<file path="src/rtl/game_pkg.sv">
// game_pkg: shared types and default HID keycodes for the game control path.
//   key_action_t : one decoded control action (only one key is active at a time)
//   HID_*        : default USB HID keycodes for the keyboard bindings
package game_pkg;

  typedef enum logic [3:0] {
    ACT_NONE,
    ACT_P_UP,
    ACT_P_LEFT,
    ACT_P_RIGHT,
    ACT_P_SHOOT,
    ACT_N_UP,
    ACT_N_LEFT,
    ACT_N_RIGHT,
    ACT_N_SHOOT,
    ACT_FIGHT
  } key_action_t;

  localparam logic [7:0] HID_W     = 8'h1A;
  localparam logic [7:0] HID_A     = 8'h04;
  localparam logic [7:0] HID_D     = 8'h07;
  localparam logic [7:0] HID_SPACE = 8'h2C;
  localparam logic [7:0] HID_UP    = 8'h52;
  localparam logic [7:0] HID_LEFT  = 8'h50;
  localparam logic [7:0] HID_RIGHT = 8'h4F;
  localparam logic [7:0] HID_COMMA = 8'h36;
  localparam logic [7:0] HID_ENTER = 8'h28;

endpackage

</file>
<file path="src/rtl/shot_limiter.sv">
// shot_limiter: per-shooter rate limiter.
//   Clk, Reset : clock, synchronous active-high reset
//   tick       : one-cycle frame marker
//   enable     : gameplay enable; low holds the cooldown at 0 and blocks shots
//   press      : press event, qualified by tick
//   shoot      : registered single-cycle shot pulse
// The cooldown is tested before it is decremented, so with COOLDOWN = N
// repeated presses fire at frames f, f+N+1, ... A press during cooldown is
// dropped, never queued.
module shot_limiter #(
  parameter int COOLDOWN = 15
) (
  input  logic Clk,
  input  logic Reset,
  input  logic tick,
  input  logic enable,
  input  logic press,
  output logic shoot
);

  logic [7:0] cnt;

  always_ff @(posedge Clk) begin
    if (Reset) begin
      cnt   <= 8'd0;
      shoot <= 1'b0;
    end else begin
      shoot <= 1'b0;
      if (!enable) begin
        cnt <= 8'd0;
      end else if (tick) begin
        if (press && cnt == 8'd0) begin
          shoot <= 1'b1;
          cnt   <= COOLDOWN[7:0];
        end else if (cnt != 8'd0) begin
          cnt <= cnt - 8'd1;
        end
      end
    end
  end

endmodule

</file>
<file path="src/rtl/keycode_decoder.sv">
// keycode_decoder: turns the HID keycode from the keyboard driver into
// frame-aligned player / NPC / stage controls.
//   Clk, Reset           : system clock, synchronous active-high reset
//   frame_clk            : VGA vertical sync, asynchronous to Clk
//   enable               : gameplay enable
//   keycode              : current HID keycode, 8'h00 = no key
//   Player_*/NPC_* moves : held levels, updated once per frame
//   Player_Shoot/NPC_Shoot, Fight : single-cycle press pulses
//   frame_tick           : one-cycle marker per frame_clk rise
module keycode_decoder
  import game_pkg::*;
#(
  parameter int         SHOOT_COOLDOWN = 15,
  parameter logic [7:0] KEY_P_UP    = HID_W,
  parameter logic [7:0] KEY_P_LEFT  = HID_A,
  parameter logic [7:0] KEY_P_RIGHT = HID_D,
  parameter logic [7:0] KEY_P_SHOOT = HID_SPACE,
  parameter logic [7:0] KEY_N_UP    = HID_UP,
  parameter logic [7:0] KEY_N_LEFT  = HID_LEFT,
  parameter logic [7:0] KEY_N_RIGHT = HID_RIGHT,
  parameter logic [7:0] KEY_N_SHOOT = HID_COMMA,
  parameter logic [7:0] KEY_FIGHT   = HID_ENTER
) (
  input  logic       Clk,
  input  logic       Reset,
  input  logic       frame_clk,
  input  logic       enable,
  input  logic [7:0] keycode,
  output logic       Player_Up,
  output logic       Player_Left,
  output logic       Player_Right,
  output logic       NPC_Up,
  output logic       NPC_Left,
  output logic       NPC_Right,
  output logic       Player_Shoot,
  output logic       NPC_Shoot,
  output logic       Fight,
  output logic       frame_tick
);

  // [0],[1] synchronizer, [2] edge register
  logic [2:0]  fs_pipe;
  logic [1:0]  flush;
  logic        armed;
  logic        tick;
  logic [7:0]  kc_q;
  key_action_t dec, cur_key, prev_key, nxt_cur, nxt_prev;

  // Ticks are only accepted once the synchronized frame_clk has been seen
  // low after reset, so a frame_clk held high across reset cannot fake an edge.
  always_ff @(posedge Clk) begin
    if (Reset) begin
      fs_pipe <= 3'b000;
      flush   <= 2'b00;
      armed   <= 1'b0;
      tick    <= 1'b0;
    end else begin
      fs_pipe <= {fs_pipe[1:0], frame_clk};
      flush   <= {flush[0], 1'b1};
      armed   <= armed | (flush[1] & ~fs_pipe[1]);
      tick    <= armed & fs_pipe[1] & ~fs_pipe[2];
    end
  end

  assign frame_tick = tick;

  // Priority decode; unmatched codes (including 8'h00) mean no action.
  always_comb begin
    dec = ACT_NONE;
    if      (kc_q == 8'h00)       dec = ACT_NONE;
    else if (kc_q == KEY_P_UP)    dec = ACT_P_UP;
    else if (kc_q == KEY_P_LEFT)  dec = ACT_P_LEFT;
    else if (kc_q == KEY_P_RIGHT) dec = ACT_P_RIGHT;
    else if (kc_q == KEY_P_SHOOT) dec = ACT_P_SHOOT;
    else if (kc_q == KEY_N_UP)    dec = ACT_N_UP;
    else if (kc_q == KEY_N_LEFT)  dec = ACT_N_LEFT;
    else if (kc_q == KEY_N_RIGHT) dec = ACT_N_RIGHT;
    else if (kc_q == KEY_N_SHOOT) dec = ACT_N_SHOOT;
    else if (kc_q == KEY_FIGHT)   dec = ACT_FIGHT;
  end

  // Next-state view of the key history, so presses and levels land in the
  // cycle right after the tick.
  assign nxt_cur  = tick ? dec     : cur_key;
  assign nxt_prev = tick ? cur_key : prev_key;

  logic p_shoot_press, n_shoot_press, fight_press;
  assign p_shoot_press = (nxt_cur == ACT_P_SHOOT) && (nxt_prev != ACT_P_SHOOT);
  assign n_shoot_press = (nxt_cur == ACT_N_SHOOT) && (nxt_prev != ACT_N_SHOOT);
  assign fight_press   = (nxt_cur == ACT_FIGHT)   && (nxt_prev != ACT_FIGHT);

  always_ff @(posedge Clk) begin
    if (Reset) begin
      kc_q         <= 8'h00;
      cur_key      <= ACT_NONE;
      prev_key     <= ACT_NONE;
      Player_Up    <= 1'b0;
      Player_Left  <= 1'b0;
      Player_Right <= 1'b0;
      NPC_Up       <= 1'b0;
      NPC_Left     <= 1'b0;
      NPC_Right    <= 1'b0;
      Fight        <= 1'b0;
    end else begin
      kc_q     <= keycode;
      cur_key  <= nxt_cur;
      prev_key <= nxt_prev;
      // Fight ignores enable: the start screen runs with enable low.
      Fight    <= tick & fight_press;
      if (tick) begin
        Player_Up    <= enable && (dec == ACT_P_UP);
        Player_Left  <= enable && (dec == ACT_P_LEFT);
        Player_Right <= enable && (dec == ACT_P_RIGHT);
        NPC_Up       <= enable && (dec == ACT_N_UP);
        NPC_Left     <= enable && (dec == ACT_N_LEFT);
        NPC_Right    <= enable && (dec == ACT_N_RIGHT);
      end else if (!enable) begin
        Player_Up    <= 1'b0;
        Player_Left  <= 1'b0;
        Player_Right <= 1'b0;
        NPC_Up       <= 1'b0;
        NPC_Left     <= 1'b0;
        NPC_Right    <= 1'b0;
      end
    end
  end

  shot_limiter #(.COOLDOWN(SHOOT_COOLDOWN)) u_p_shot (
    .Clk    (Clk),
    .Reset  (Reset),
    .tick   (tick),
    .enable (enable),
    .press  (p_shoot_press),
    .shoot  (Player_Shoot)
  );

  shot_limiter #(.COOLDOWN(SHOOT_COOLDOWN)) u_n_shot (
    .Clk    (Clk),
    .Reset  (Reset),
    .tick   (tick),
    .enable (enable),
    .press  (n_shoot_press),
    .shoot  (NPC_Shoot)
  );

endmodule

</file>
<file path="config.mk">
export PLATFORM = sky130hd
export DESIGN_NAME = keycode_decoder
export DESIGN_NICKNAME = d
export VERILOG_FILES = /design/src/rtl/game_pkg.sv /design/src/rtl/shot_limiter.sv /design/src/rtl/keycode_decoder.sv
export SDC_FILE = /design/constraint.sdc
export NUM_CORES = 1
export LEC_CHECK = 0
export ABC_AREA = 0
export BUFFER_PORTS_ARGS = -buffer_cell sky130_fd_sc_hd__buf_2
export CORE_ASPECT_RATIO = 0.5
export CORE_MARGIN = 2
export CORE_UTILIZATION = 30
export DETAILED_ROUTE_END_ITERATION = 8
export GPL_TIMING_DRIVEN = 0
export PLACE_DENSITY_LB_ADDON = 0.3
export SYNTH_ARGS = -nofsm -noshare
export SYNTH_HDL_FRONTEND = slang
export SYNTH_HIERARCHICAL = 1
export SYNTH_SLANG_ARGS = --single-unit
export TNS_END_PERCENT = 50
</file>
<file path="constraint.sdc">
create_clock -name Clk -period 5 [get_ports Clk]
set_clock_uncertainty 0.2 [all_clocks]
set_input_delay 1 -clock Clk [delete_from_list [all_inputs] [get_ports Clk]]
set_output_delay 1 -clock Clk [all_outputs]
set_load 0.005 [all_outputs]
</file>
; ---- After elaboration in Yosys (flattened, before gate mapping)
; Index checks and enable logic that the tools add are counted.
[totals]
reg_bits = 48
[op_classes]
add_sub_neg = 2
eq_ne = 22
mux = 26
bitwise_logic = 9
reduce_logical = 22
[ops]
columns = op, count
row1 = 4-bit two-way mux, 12
row2 = 8-bit two-way mux, 4
row3 = "8-bit by 6-bit equality test with 1-bit output, second input constant", 3
row4 = "8-bit by 7-bit equality test with 1-bit output, second input constant", 3
row5 = 8-bit logical NOT, 3
row6 = "4-bit by 3-bit equality test with 1-bit output, second input constant", 4
row7 = "8-bit by 3-bit equality test with 1-bit output, second input constant", 2
row8 = 8-bit nonzero test, 2
row9 = "8-bit by 1-bit subtractor with 8-bit output, second input constant", 2
row10 = 1-bit logical AND, 11
row11 = 1-bit two-way mux, 10
row12 = "4-bit by 2-bit equality test with 1-bit output, second input constant", 2
row13 = "4-bit equality test, second input constant", 2
row14 = "8-bit by 5-bit equality test with 1-bit output, second input constant", 1
row15 = "4-bit != test, second input constant", 2
row16 = 1-bit AND, 4
row17 = "4-bit by 1-bit equality test with 1-bit output, second input constant", 1
row18 = "4-bit by 3-bit != test with 1-bit output, second input constant", 1
row19 = 1-bit inverter, 4
row20 = 2-bit AND reduction, 2
row21 = 2-bit nonzero test, 2
row22 = 3-bit OR reduction, 1
row23 = "2-bit by 1-bit != test with 1-bit output, second input constant", 1
row24 = 2-bit OR reduction, 1
row25 = 1-bit OR, 1

; ---- Longest topological paths before layout
[logic_depth]
word_depth = 17
ltp_mapped = 9
ltp_nobuf = 8

; ---- Cells and area by module
; The synthesis kept the hierarchy.
[by_module_without_submodules]
columns = mod, n_inst, cells_each, area_each_um2, seq_area_each_um2
row1 = keycode_decoder, 1, 133, 1283.7, 600.6
row2 = shot_limiter, 2, 55, 446.7, 180.2

; ---- Least setup slack after synthesis
; Ideal clock, no wire load.
[synth_timing]
path_kind = register to register
start = reg tick (netlist: frame_tick)
end = reg u_n_shot.cnt[5]
setup_ps = 70
arrival_time_ps = 2884
required_ps = 4730
setup_slack_ps = 1846
stages_incl_launch_ff = 9
n_path_buf = 1
cell_sequence = dfxtp_1 -> clkbuf_1 -> o31ai_2 -> or4_1 -> a2111oi_2 -> nor2_1 -> and3_1 -> or4_1 -> a21oi_1
[synth_between]
elab_chain_len = 6
elab_cells_between_ends = 9
classes_between = eq/ne (2) / mux (3) / reduce/logical (4)
[synth_lines]
columns = element, line
row1 = start: declaration, keycode_decoder.sv:45  ; logic tick;
row2 = start signal: assignment, keycode_decoder.sv:61  ; tick <= armed & fs_pipe[1] & ~fs_pipe[2];
row3 = "4-bit two-way mux, on equally long branches", "keycode_decoder.sv:84, keycode_decoder.sv:85"
row4 = 4-bit equality test / 4-bit != test (equally long branches), keycode_decoder.sv:89  ; assign n_shoot_press = (nxt_cur == ACT_N_SHOOT) && (nxt_prev != ACT_N_SHOOT);
row5 = 1-bit logical AND *, keycode_decoder.sv:89
row6 = via n_shoot_press, keycode_decoder.sv:87  ; logic p_shoot_press, n_shoot_press, fight_press;
row7 = 1-bit logical AND *, shot_limiter.sv:32  ; if (press && cnt == 8'd0) begin
row8 = 2-bit nonzero test (no line), n/a
row9 = 2-bit AND reduction (no line), n/a
row10 = end signal: assignment, shot_limiter.sv:34  ; cnt <= COOLDOWN[7:0];
row11 = end signal: assignment, shot_limiter.sv:36  ; cnt <= cnt - 8'd1;
row12 = end: declaration, shot_limiter.sv:21  ; logic [7:0] cnt;
; The timed path passes the listed nets; every way through them passes the cells marked *.
; A chain may end at the register's enable or synchronous reset.

; ---- Worst setup path after layout
; Same ends and word-level chain as after synthesis.

==> impl_results.md <==
- Root Driver: clkbuf_16
- Leading area contributor after synthesis: dfxtp_1
- Yosys warnings: 6
- Top cell type's share of synthesized area: 44.14%
- Chip width: 124.5 um
- FF-to-FF setup slack: 1.35 ns
- RR Startpoint: frame_tick
- Nets: 285
- RSZ-0062 raised after global routing: false
- Most used DFF post-synth: dfxtp_1
- Pwr Density: 312.1 nW/um^2
- Nature of the critical path startpoint: register
- # DRC: 0
- Synthesized area per cell: 8.959 um^2
- Post-synth net total: 257
- Clock Tree Buf Depth: 2
- Worst R2R Path Depth: 8
- Per-cell routed wire length: 12.56 um
- GRT Util Overall: 11.90%
- Ys async rst share: 0%
- Number of inserted diodes: 0
- Seq cells post-synth: 48
- Min-Delay Path Class: reg2reg
- Initial Util: 31.75%
- Max frequency: 0.2739 GHz
- RePlAce Congestion: 0.8248
- DRT antenna net count: 0
- Buffers on Ports: 21
- Static Leak: 0.0008385 uW
- Vias: 1916
- Synth Area in Simple Gates: 29.43%
- Slew Limit Fails: 0
- DR iter-0 viols: 94
- Hold slack final: 0.1878 ns
- Area Overhead vs Synth: 17.64%
- Status: finished, final reports clean
- Post-Route Setup TNS: 0 ns
- Worst EP arrival: 3.67 ns
- Area of the multi-input gates: 1141 um^2
- Setup violators final: 0
- Slowest cell on the critical path: dfxtp_1
- Largest cells by area after synthesis: dfxtp_1 44%, nor2_1 5.2%, a21oi_1 3.7%
- Min Tclk post-route: 3.650 ns
- RR Endpoint: u_n_shot/cnt[5]
- Worst setup endpoint: u_n_shot/cnt[5]
- Most frequent cell on the critical path: or4_1
- Overflow after GRT: 0
- Post-Synth XOR/XNOR Area: 0.4023%
- Top cells by count, synth: 48 x dfxtp_1, 30 x nor2_1, 16 x a21oi_1
- Post-placement cell count: 356
- Layout cells sized above 1: 15.44%
- Synth Area in Compound Gates: 18.68%
- Slew at the pin with the worst max-slew slack: 0.6033 ns
- Relative slew slack: 59.41%
- Largest family of logic cells by synthesized area: simple AND/OR/NAND/NOR gates
- Fin. Hold Viols: 0
- Crit. Startpoint: frame_tick
- CTS Hold Bufs: 0
- CP Cell Sequence: clkbuf_1 > o31ai_2 > or4_1 > a2111oi_2 > nor2_1 > and3_1 > or4_1 > a21oi_1
- Worst vdd ir: 0.0001424 V
- Fill cell count: 688
- Non-filler instance count after layout: 364
- Post-synth EDFFs: 0
- Setup crit end kind: register
- CP Class: reg2reg
- Max-cap viol count: 0
- Post-synthesis mux area share: 2.759%
- Hold Path Depth: 1
- Crit path required time: 5.02 ns
- Postcts setup bufs: 0
- Mapped cell area: 2177 um^2
- Htree depth: 2
- Largest net degree at the start of global routing: 17
- Max FO, Critical Path: 16
- CTS buffer count: 5
- CTS tree: done
- Clk slew on worst S/H paths: 0.06 ns
- Antenna violations before repair: 0
- CP peak stage delay: 0.68 ns
- Worst-Skew Late Latency: 0.29 ns
- Hpwl dp: 3347 um
- Register area: 960.9 um^2
- DRT Wirelength: 4573 um
- Post-synthesis adder-cell area fraction: 1.149%
- Tcrit/Tclk final: 73.01%
- Core Region: 6858 um^2
- First-pass GRT wire length: 7728 um
- Cells after synthesis: 243
- Die Footprint: 7996 um^2
- Netlist cell types: 46
- Rows: 21
- Vias per cell: 5.264
- Count leader, synth: dfxtp_1
- Sequential fraction of the synthesis area: 44.14%
- Top-level I/O count: 22
- Die H: 64.24 um
- First-pass DRT Iterations: 4
- CTS resizes: 0
- Number of global-route vias before repair: 1672
- CTS Sinks: 48
[layout by cell type (no fill, tap or decap), types with 2 or more instances in the layout]
cell and n:
o31ai_1 4, nand4_1 4, inv_1 15, nor3_2 3, a2111oi_4 2, nor4_1 6
and3_1 2, mux2i_1 6, clkbuf_1 4, or4_1 4, nand2_1 11, nand2b_1 2
a211o_1 2, o21ai_0 3, or3b_2 3, nand3b_1 2, clkbuf_16 5, nor3_1 12
or3_1 3, nor4b_1 4, nor2b_1 12, o211ai_1 2, a211oi_1 5, a31o_2 2
buf_2 21, nor2_1 30, a31oi_1 2, ha_1 2, dfxtp_1 48, nand3_1 12
a21oi_1 16, a311oi_1 4, a41oi_1 2
[final cells by class]
cell class                      instances  area share (%)
Timing Repair Buffer                   21           4.104
Clock buffer                            6           5.032
Clock inverter                          2           1.368
Tap cell                               92           4.494
Inverter                               16           2.345
Sequential cell                        48           37.52
Multi-Input combinational cell        175           44.55
Buffer                                  4          0.5862
[per-stage QoR]
| stage | setup WS (ns) | total power (uW) | util, % | area (um^2) |
|---|---|---|---|---|
| floorplan | 1.846 | 423.8 | - | 2177 |
| global placement | 1.328 | 434.4 | 34.96 | 2397 |
| detailed placement | 1.366 | 435.3 | 34.96 | 2397 |
| CTS | 1.344 | 811.0 | 37.35 | 2561 |
| global route | 1.134 | 829.7 | 37.35 | 2561 |
| finish | 1.350 | 799.3 | 37.35 | 2561 |
[metal layers]
layer	track usage (%)	part of all wire, %	vias up
met5	0	0	-
met4	5.056	1.7	0
met3	2.513	2.6	7
met2	19.81	46	29
met1	15.11	49	921
li1	-	-	959
[state kept, by name, summed over array words and instances, names as in the netlist, 2 cells and up]
name,count
prev_key,4
u_p_shot/cnt,8
u_n_shot/cnt,8
fs_pipe,3
cur_key,4
kc_q,8
flush,2
[cells by family after synthesis]
logic type,count (synthesis)
adders and majority gates,2
and+or+nand+nor,115
DFF,48
AOI/OAI and AO/OA,51
xor gates and xnor gates,1
buffers and inverters,20
muxes,6
[report_power, final]
| group | switching [uW] | internal, uW | total (uW) | leakage (uW) |
|---|---|---|---|---|
| clock | 137 | 235 | 373 | 0.0000808 |
| sequential | 7.23 | 389 | 396 | 0.000390 |
| combinational | 17.0 | 13.9 | 30.8 | 0.000367 |
| total | 162 | 638 | 799 | 0.000838 |
[worst min-delay path by stage]
stage	slack, ns	to	from
4_1_cts	0.19	frame_tick	fs_pipe[2]
3_3_place_gp	0.18	frame_tick	fs_pipe[2]
3_5_place_dp	0.19	frame_tick	fs_pipe[2]
6_report	0.19	frame_tick	fs_pipe[2]
5_1_grt	0.20	frame_tick	fs_pipe[2]
2_1_floorplan	0.18	frame_tick	fs_pipe[2]
[critical path: cells and delay by family, from the launching register on]
kind            cells  cell delay, ns
compound gates      3            0.81
flops               1            0.68
buf+inv             1            0.42
simple gates        4            1.47
Power figures use the tool's default switching activity.
